==> config.mk <==
export PLATFORM = sky130hd
export DESIGN_NAME = multiply_accumulate_8bit
export DESIGN_NICKNAME = d
export VERILOG_FILES = /design/src/rtl/mac_pkg.sv /design/src/rtl/mac_shift_add_step.sv /design/src/rtl/multiply_accumulate_8bit.sv
export SDC_FILE = /design/constraint.sdc
export NUM_CORES = 1
export LEC_CHECK = 0
export ABC_CLOCK_PERIOD_IN_PS = 3070
export BUFFER_PORTS_ARGS = -buffer_cell sky130_fd_sc_hd__buf_2
export CAP_MARGIN = 20
export CORE_MARGIN = 3
export CORE_UTILIZATION = 58
export DETAILED_ROUTE_END_ITERATION = 16
export PLACE_DENSITY = 0.8
export SLEW_MARGIN = 30
export SYNTH_ARGS = -nofsm -noshare
export SYNTH_HDL_FRONTEND = slang
export SYNTH_SLANG_ARGS = --single-unit
==> constraint.sdc <==
create_clock -name clk -period 3.07 [get_ports clk]
set_input_delay 0.1535 -clock clk [delete_from_list [all_inputs] [get_ports clk]]
set_output_delay 0.1535 -clock clk [all_outputs]
set_load 0.01 [all_outputs]
==> src/rtl/mac_pkg.sv <==
// mac_pkg: shared FSM state type and default widths for the multiply-accumulate unit
// and its companion divider.
package mac_pkg;
   typedef enum logic [1:0] {IDLE, RUN, DONE} state_t;
   localparam int WIDTH_DEF = 8;
   localparam int CNT_W_DEF = 4;
endpackage

==> src/rtl/mac_shift_add_step.sv <==
// mac_shift_add_step: one shift-add iteration; conditionally adds the multiplicand
// and advances both shift registers.
module mac_shift_add_step #(
   parameter int WIDTH = 8
) (
   input  logic [2*WIDTH-1:0] acc_i,
   input  logic [2*WIDTH-1:0] mcand_i,
   input  logic [WIDTH-1:0]   mplier_i,
   output logic [2*WIDTH-1:0] acc_o,
   output logic [2*WIDTH-1:0] mcand_o,
   output logic [WIDTH-1:0]   mplier_o
);
   assign acc_o    = mplier_i[0] ? acc_i + mcand_i : acc_i;
   assign mcand_o  = mcand_i << 1;
   assign mplier_o = mplier_i >> 1;
endmodule

==> src/rtl/multiply_accumulate_8bit.sv <==
// multiply_accumulate_8bit: sequential shift-add unit computing a*b + c with start/done handshake.
// Optional MAC_RANGE_CHECK_EN adds err flag for b==0 or c>=b (illegal divider remainder).
module multiply_accumulate_8bit
   import mac_pkg::*;
#(
   parameter int WIDTH = WIDTH_DEF,
   parameter int CNT_W = CNT_W_DEF
) (
   input  logic               clk,
   input  logic               rst,
   input  logic               start_i,
   input  logic [WIDTH-1:0]   a_i,
   input  logic [WIDTH-1:0]   b_i,
   input  logic [WIDTH-1:0]   c_i,
   output logic               busy_o,
   output logic               done_o,
   output logic [2*WIDTH-1:0] result_o,
   output logic               err_o
);
   localparam int RW = 2*WIDTH;
   localparam logic [CNT_W-1:0] LAST = CNT_W'(WIDTH-1);
   state_t           state_q;
   logic [RW-1:0]    acc_q, acc_d, mcand_q, mcand_d, result_q;
   logic [WIDTH-1:0] mplier_q, mplier_d;
   logic [CNT_W-1:0] cnt_q;
   logic             busy_q, done_q;
   mac_shift_add_step #(.WIDTH(WIDTH)) u_step (
      .acc_i   (acc_q),
      .mcand_i (mcand_q),
      .mplier_i(mplier_q),
      .acc_o   (acc_d),
      .mcand_o (mcand_d),
      .mplier_o(mplier_d)
   );
   always_ff @(posedge clk or posedge rst)
      if (rst) begin
         state_q  <= IDLE;
         acc_q    <= '0;
         mcand_q  <= '0;
         mplier_q <= '0;
         cnt_q    <= '0;
         result_q <= '0;
         busy_q   <= 1'b0;
         done_q   <= 1'b0;
      end else begin
         case (state_q)
            IDLE: begin
               done_q <= 1'b0;
               if (start_i) begin
                  acc_q    <= {{WIDTH{1'b0}}, c_i};
                  mcand_q  <= {{WIDTH{1'b0}}, a_i};
                  mplier_q <= b_i;
                  cnt_q    <= '0;
                  busy_q   <= 1'b1;
                  state_q  <= RUN;
               end
            end
            RUN: begin
               acc_q    <= acc_d;
               mcand_q  <= mcand_d;
               mplier_q <= mplier_d;
               cnt_q    <= cnt_q + CNT_W'(1);
               if (cnt_q == LAST) begin
                  busy_q  <= 1'b0;
                  state_q <= DONE;
               end
            end
            DONE: begin
               result_q <= acc_q;
               done_q   <= 1'b1;
               state_q  <= IDLE;
            end
            default: state_q <= IDLE;
         endcase
      end
   assign busy_o   = busy_q;
   assign done_o   = done_q;
   assign result_o = result_q;
`ifdef MAC_RANGE_CHECK_EN
   // b and c are kept unshifted so the range check sees the accepted operands.
   logic [WIDTH-1:0] b_q, c_q;
   logic             err_q;
   always_ff @(posedge clk or posedge rst)
      if (rst) begin
         b_q   <= '0;
         c_q   <= '0;
         err_q <= 1'b0;
      end else begin
         if (state_q == IDLE && start_i) begin
            b_q <= b_i;
            c_q <= c_i;
         end
         if (state_q == DONE) err_q <= (b_q == '0) || (c_q >= b_q);
      end
   assign err_o = err_q;
`else
   assign err_o = 1'b0;
`endif
endmodule
==> flow_summary.json <==
{
  "n_fill_cell": 423,
  "grt_use_total_pct": 23.8,
  "pin_count": 46,
  "final_cells": 458,
  "clock_latency_ns": 0.36,
  "maxCapViolations": 0,
  "path_max_fanout": 3,
  "cts_buffer_depth": 2,
  "numCtsBuffers": 9,
  "setup_viol": 0,
  "multi_input_area_um2": 1760,
  "synth.distinct_cells": 49,
  "drive_gt1_share_pct": 25.9,
  "portBuffers": 44,
  "num_rows": 27,
  "place_area_um2": 3760,
  "timing.final.crit_period_ns": 2.43,
  "dieHeight_um": 83.2,
  "cp.arrival_ns": 2.65,
  "first_pass_iters": 5,
  "htree_levels": 3,
  "antenna_found_initial": 0,
  "ys.flop_type": "dfrtp_1",
  "area_growth_pct": 15.6,
  "drv_slew": 0,
  "grt_max_degree": 41,
  "netlist_area_um2": 3460,
  "ys_top_cells_by_area": "dfrtp_1 (46%), mux2_2 (5.9%), ha_1 (5.8%)",
  "wl_mm": 7.74,
  "hold_class": "in2reg",
  "peakVddDrop_uv": 666,
  "globalplace.congestion": 0.877,
  "ys_seq_elements": 64,
  "synth.largest_area_cell": "dfrtp_1",
  "n_antenna_cell": 0,
  "core_um2": 5640,
  "drcViolationCount": 0,
  "ctsRootBufferMaster": "clkbuf_8",
  "yosysTopAreaCellShare_pct": 46.3,
  "dp_cells": 441,
  "post_cts_buffers": 0,
  "layout_commonest_cell": "dfrtp_1",
  "fin_area_um2": 4000,
  "synthesis.nets": 378,
  "grt_overflow": 0,
  "worst_pin_slew_ns": 0.771,
  "async_flop_share_pct": 100,
  "fp.dieW_um": 83.2,
  "start_util_pct": 61.3,
  "yosysWarnings": 0,
  "rsz0062_at_grt": "false",
  "initialDrtViolationCount": 137,
  "seq_area_frac_synth_pct": 46.3,
  "tns_ns": 0,
  "clk_pin_slew_ns": 0.08,
  "die_area_um2": 6930,
  "grt_pass1_vias": 2755,
  "worstSetupStartpointType": "register",
  "skew_ns": 0.00928,
  "critPathCaptureType": "register",
  "status": "finished clean",
  "slew_headroom_pct": 48.6,
  "cts_tree": "yes",
  "wl_per_cell_um": 16.9,
  "hold_viol": 0,
  "grt_pass1_wl_mm": 13.2,
  "clock-sinks": 64,
  "synth_edf_count": 0,
  "seq_area_um2": 1600,
  "crit_type": "reg2reg",
  "power_density_nw_per_um2": 1040,
  "vias_per_cell": 6.06,
  "vias": 2777,
  "syn_avg_cell_area_um2": 10.4,
  "mostFrequentLayoutCells": "dfrtp_1 (64), buf_2 (44), a21oi_1 (31), o21ai_0 (31), nand2_1 (28)",
  "post-dp-hpwl_mm": 5.47,
  "syn_inst": 334,
  "required_ns": 3.29,
  "timing.fmax_mhz": 412,
  "leakage_nw": 1.95,
  "fin_nets": 425,
  "post-route-period-util_pct": 79.1,
  "drtAntennaViolNets": 0
}
[path summary, 6_finish.rpt]
path                                start           to  cells after the start  slack, ns
min in group asynchronous             rst  result_o[2]                      3       0.43
worst min register to register  acc_q[15]    acc_q[15]                      1       0.48
worst max-delay path             acc_q[0]     acc_q[8]                      8       0.64
worst max register to register   acc_q[0]     acc_q[8]                      8       0.64
max in group asynchronous             rst   mcand_q[5]                      4       1.85
worst min-delay path               b_i[7]  mplier_q[7]                      2       0.03
[synthesized netlist by cell type (2+ instances only)]
| cell | instances |
|---|---|
| a211o_1 | 2 |
| a21oi_1 | 31 |
| a22o_1 | 12 |
| a22oi_1 | 14 |
| a31oi_1 | 3 |
| and3_1 | 2 |
| buf_2 | 4 |
| buf_4 | 2 |
| clkbuf_1 | 12 |
| dfrtp_1 | 64 |
| ha_1 | 16 |
| inv_1 | 5 |
| mux2_2 | 18 |
| mux2i_1 | 9 |
| nand2_1 | 28 |
| nand2b_1 | 3 |
| nand3_1 | 6 |
| nor2_1 | 10 |
| nor2b_1 | 15 |
| nor3b_1 | 6 |
| nor4b_1 | 4 |
| o21ai_0 | 31 |
| o21bai_1 | 2 |
| or3_1 | 3 |
| xnor2_1 | 8 |
[worst max-delay path: stages, from the launching register on]
cell and delay, ns:
dfrtp_1 0.40, ha_1 0.23, fa_1 0.41, a21oi_1 0.25
o21ai_2 0.14, a2111oi_2 0.45, or3_1 0.19, xor2_1 0.13
o21ai_0 0.08
[metrics by stage]
| step | util, % | setup slack [ns] | power [mW] | hold slack (ns) |
|---|---|---|---|---|
| after floorplan | - | 0.838 | 2.82 | 0.293 |
| after global placement | 66.6 | 0.719 | 3.23 | 0.354 |
| after detailed placement | 66.6 | 0.669 | 3.32 | 0.367 |
| after CTS | 70.9 | 0.645 | 4.17 | 0.0177 |
| after global routing | 70.9 | 0.432 | 4.49 | 0.0124 |
| final | 70.9 | 0.642 | 4.16 | 0.0255 |
[where the power goes]
group          switching [mW]  total [mW]  internal, mW  leakage, nW
clock network           0.361       0.842         0.482        0.105
logic                    1.01        1.85         0.843         1.00
registers               0.305        1.47          1.17        0.841
[cell type report]
type | instances | share of cell area, %
Sequential cell | 64 | 40.0
Clock buffer | 10 | 3.44
Inverter | 5 | 0.500
Multi-Input combinational cell | 247 | 44.0
Tap cell | 72 | 2.25
Timing Repair Buffer | 54 | 7.44
Clock inverter | 6 | 2.28
[repair_timing]
action / CTS / global route
resized for setup: 0 / 0
hold buffers: 1 / 0
hold endpoints to repair: 31 / 0
[state kept, by name (all words and copies together), names as in the netlist]
register / count
acc_q: 16
mcand_q: 16
result_o: 16
mplier_q: 8
cnt_q: 4
state_q: 2
busy_o: 1
done_o: 1
[routing by layer]
metal	track usage [%]	up-vias	wire [um]
met5	0	-	0
met4	10.3	0	182
met3	5.65	17	512
met2	37.3	112	3650
met1	31.5	1336	3390
li1	-	1312	-
[cell families after synthesis]
kind of cell	synth area share (%)
mux	8.46
simple gates	13.5
other cells	0.108
compound gates	20.1
flops	46.3
xor+xnor	2.28
fa+ha+maj	6.37
buf+inv	2.86
Note: power is estimated with default switching activity, not from simulation.
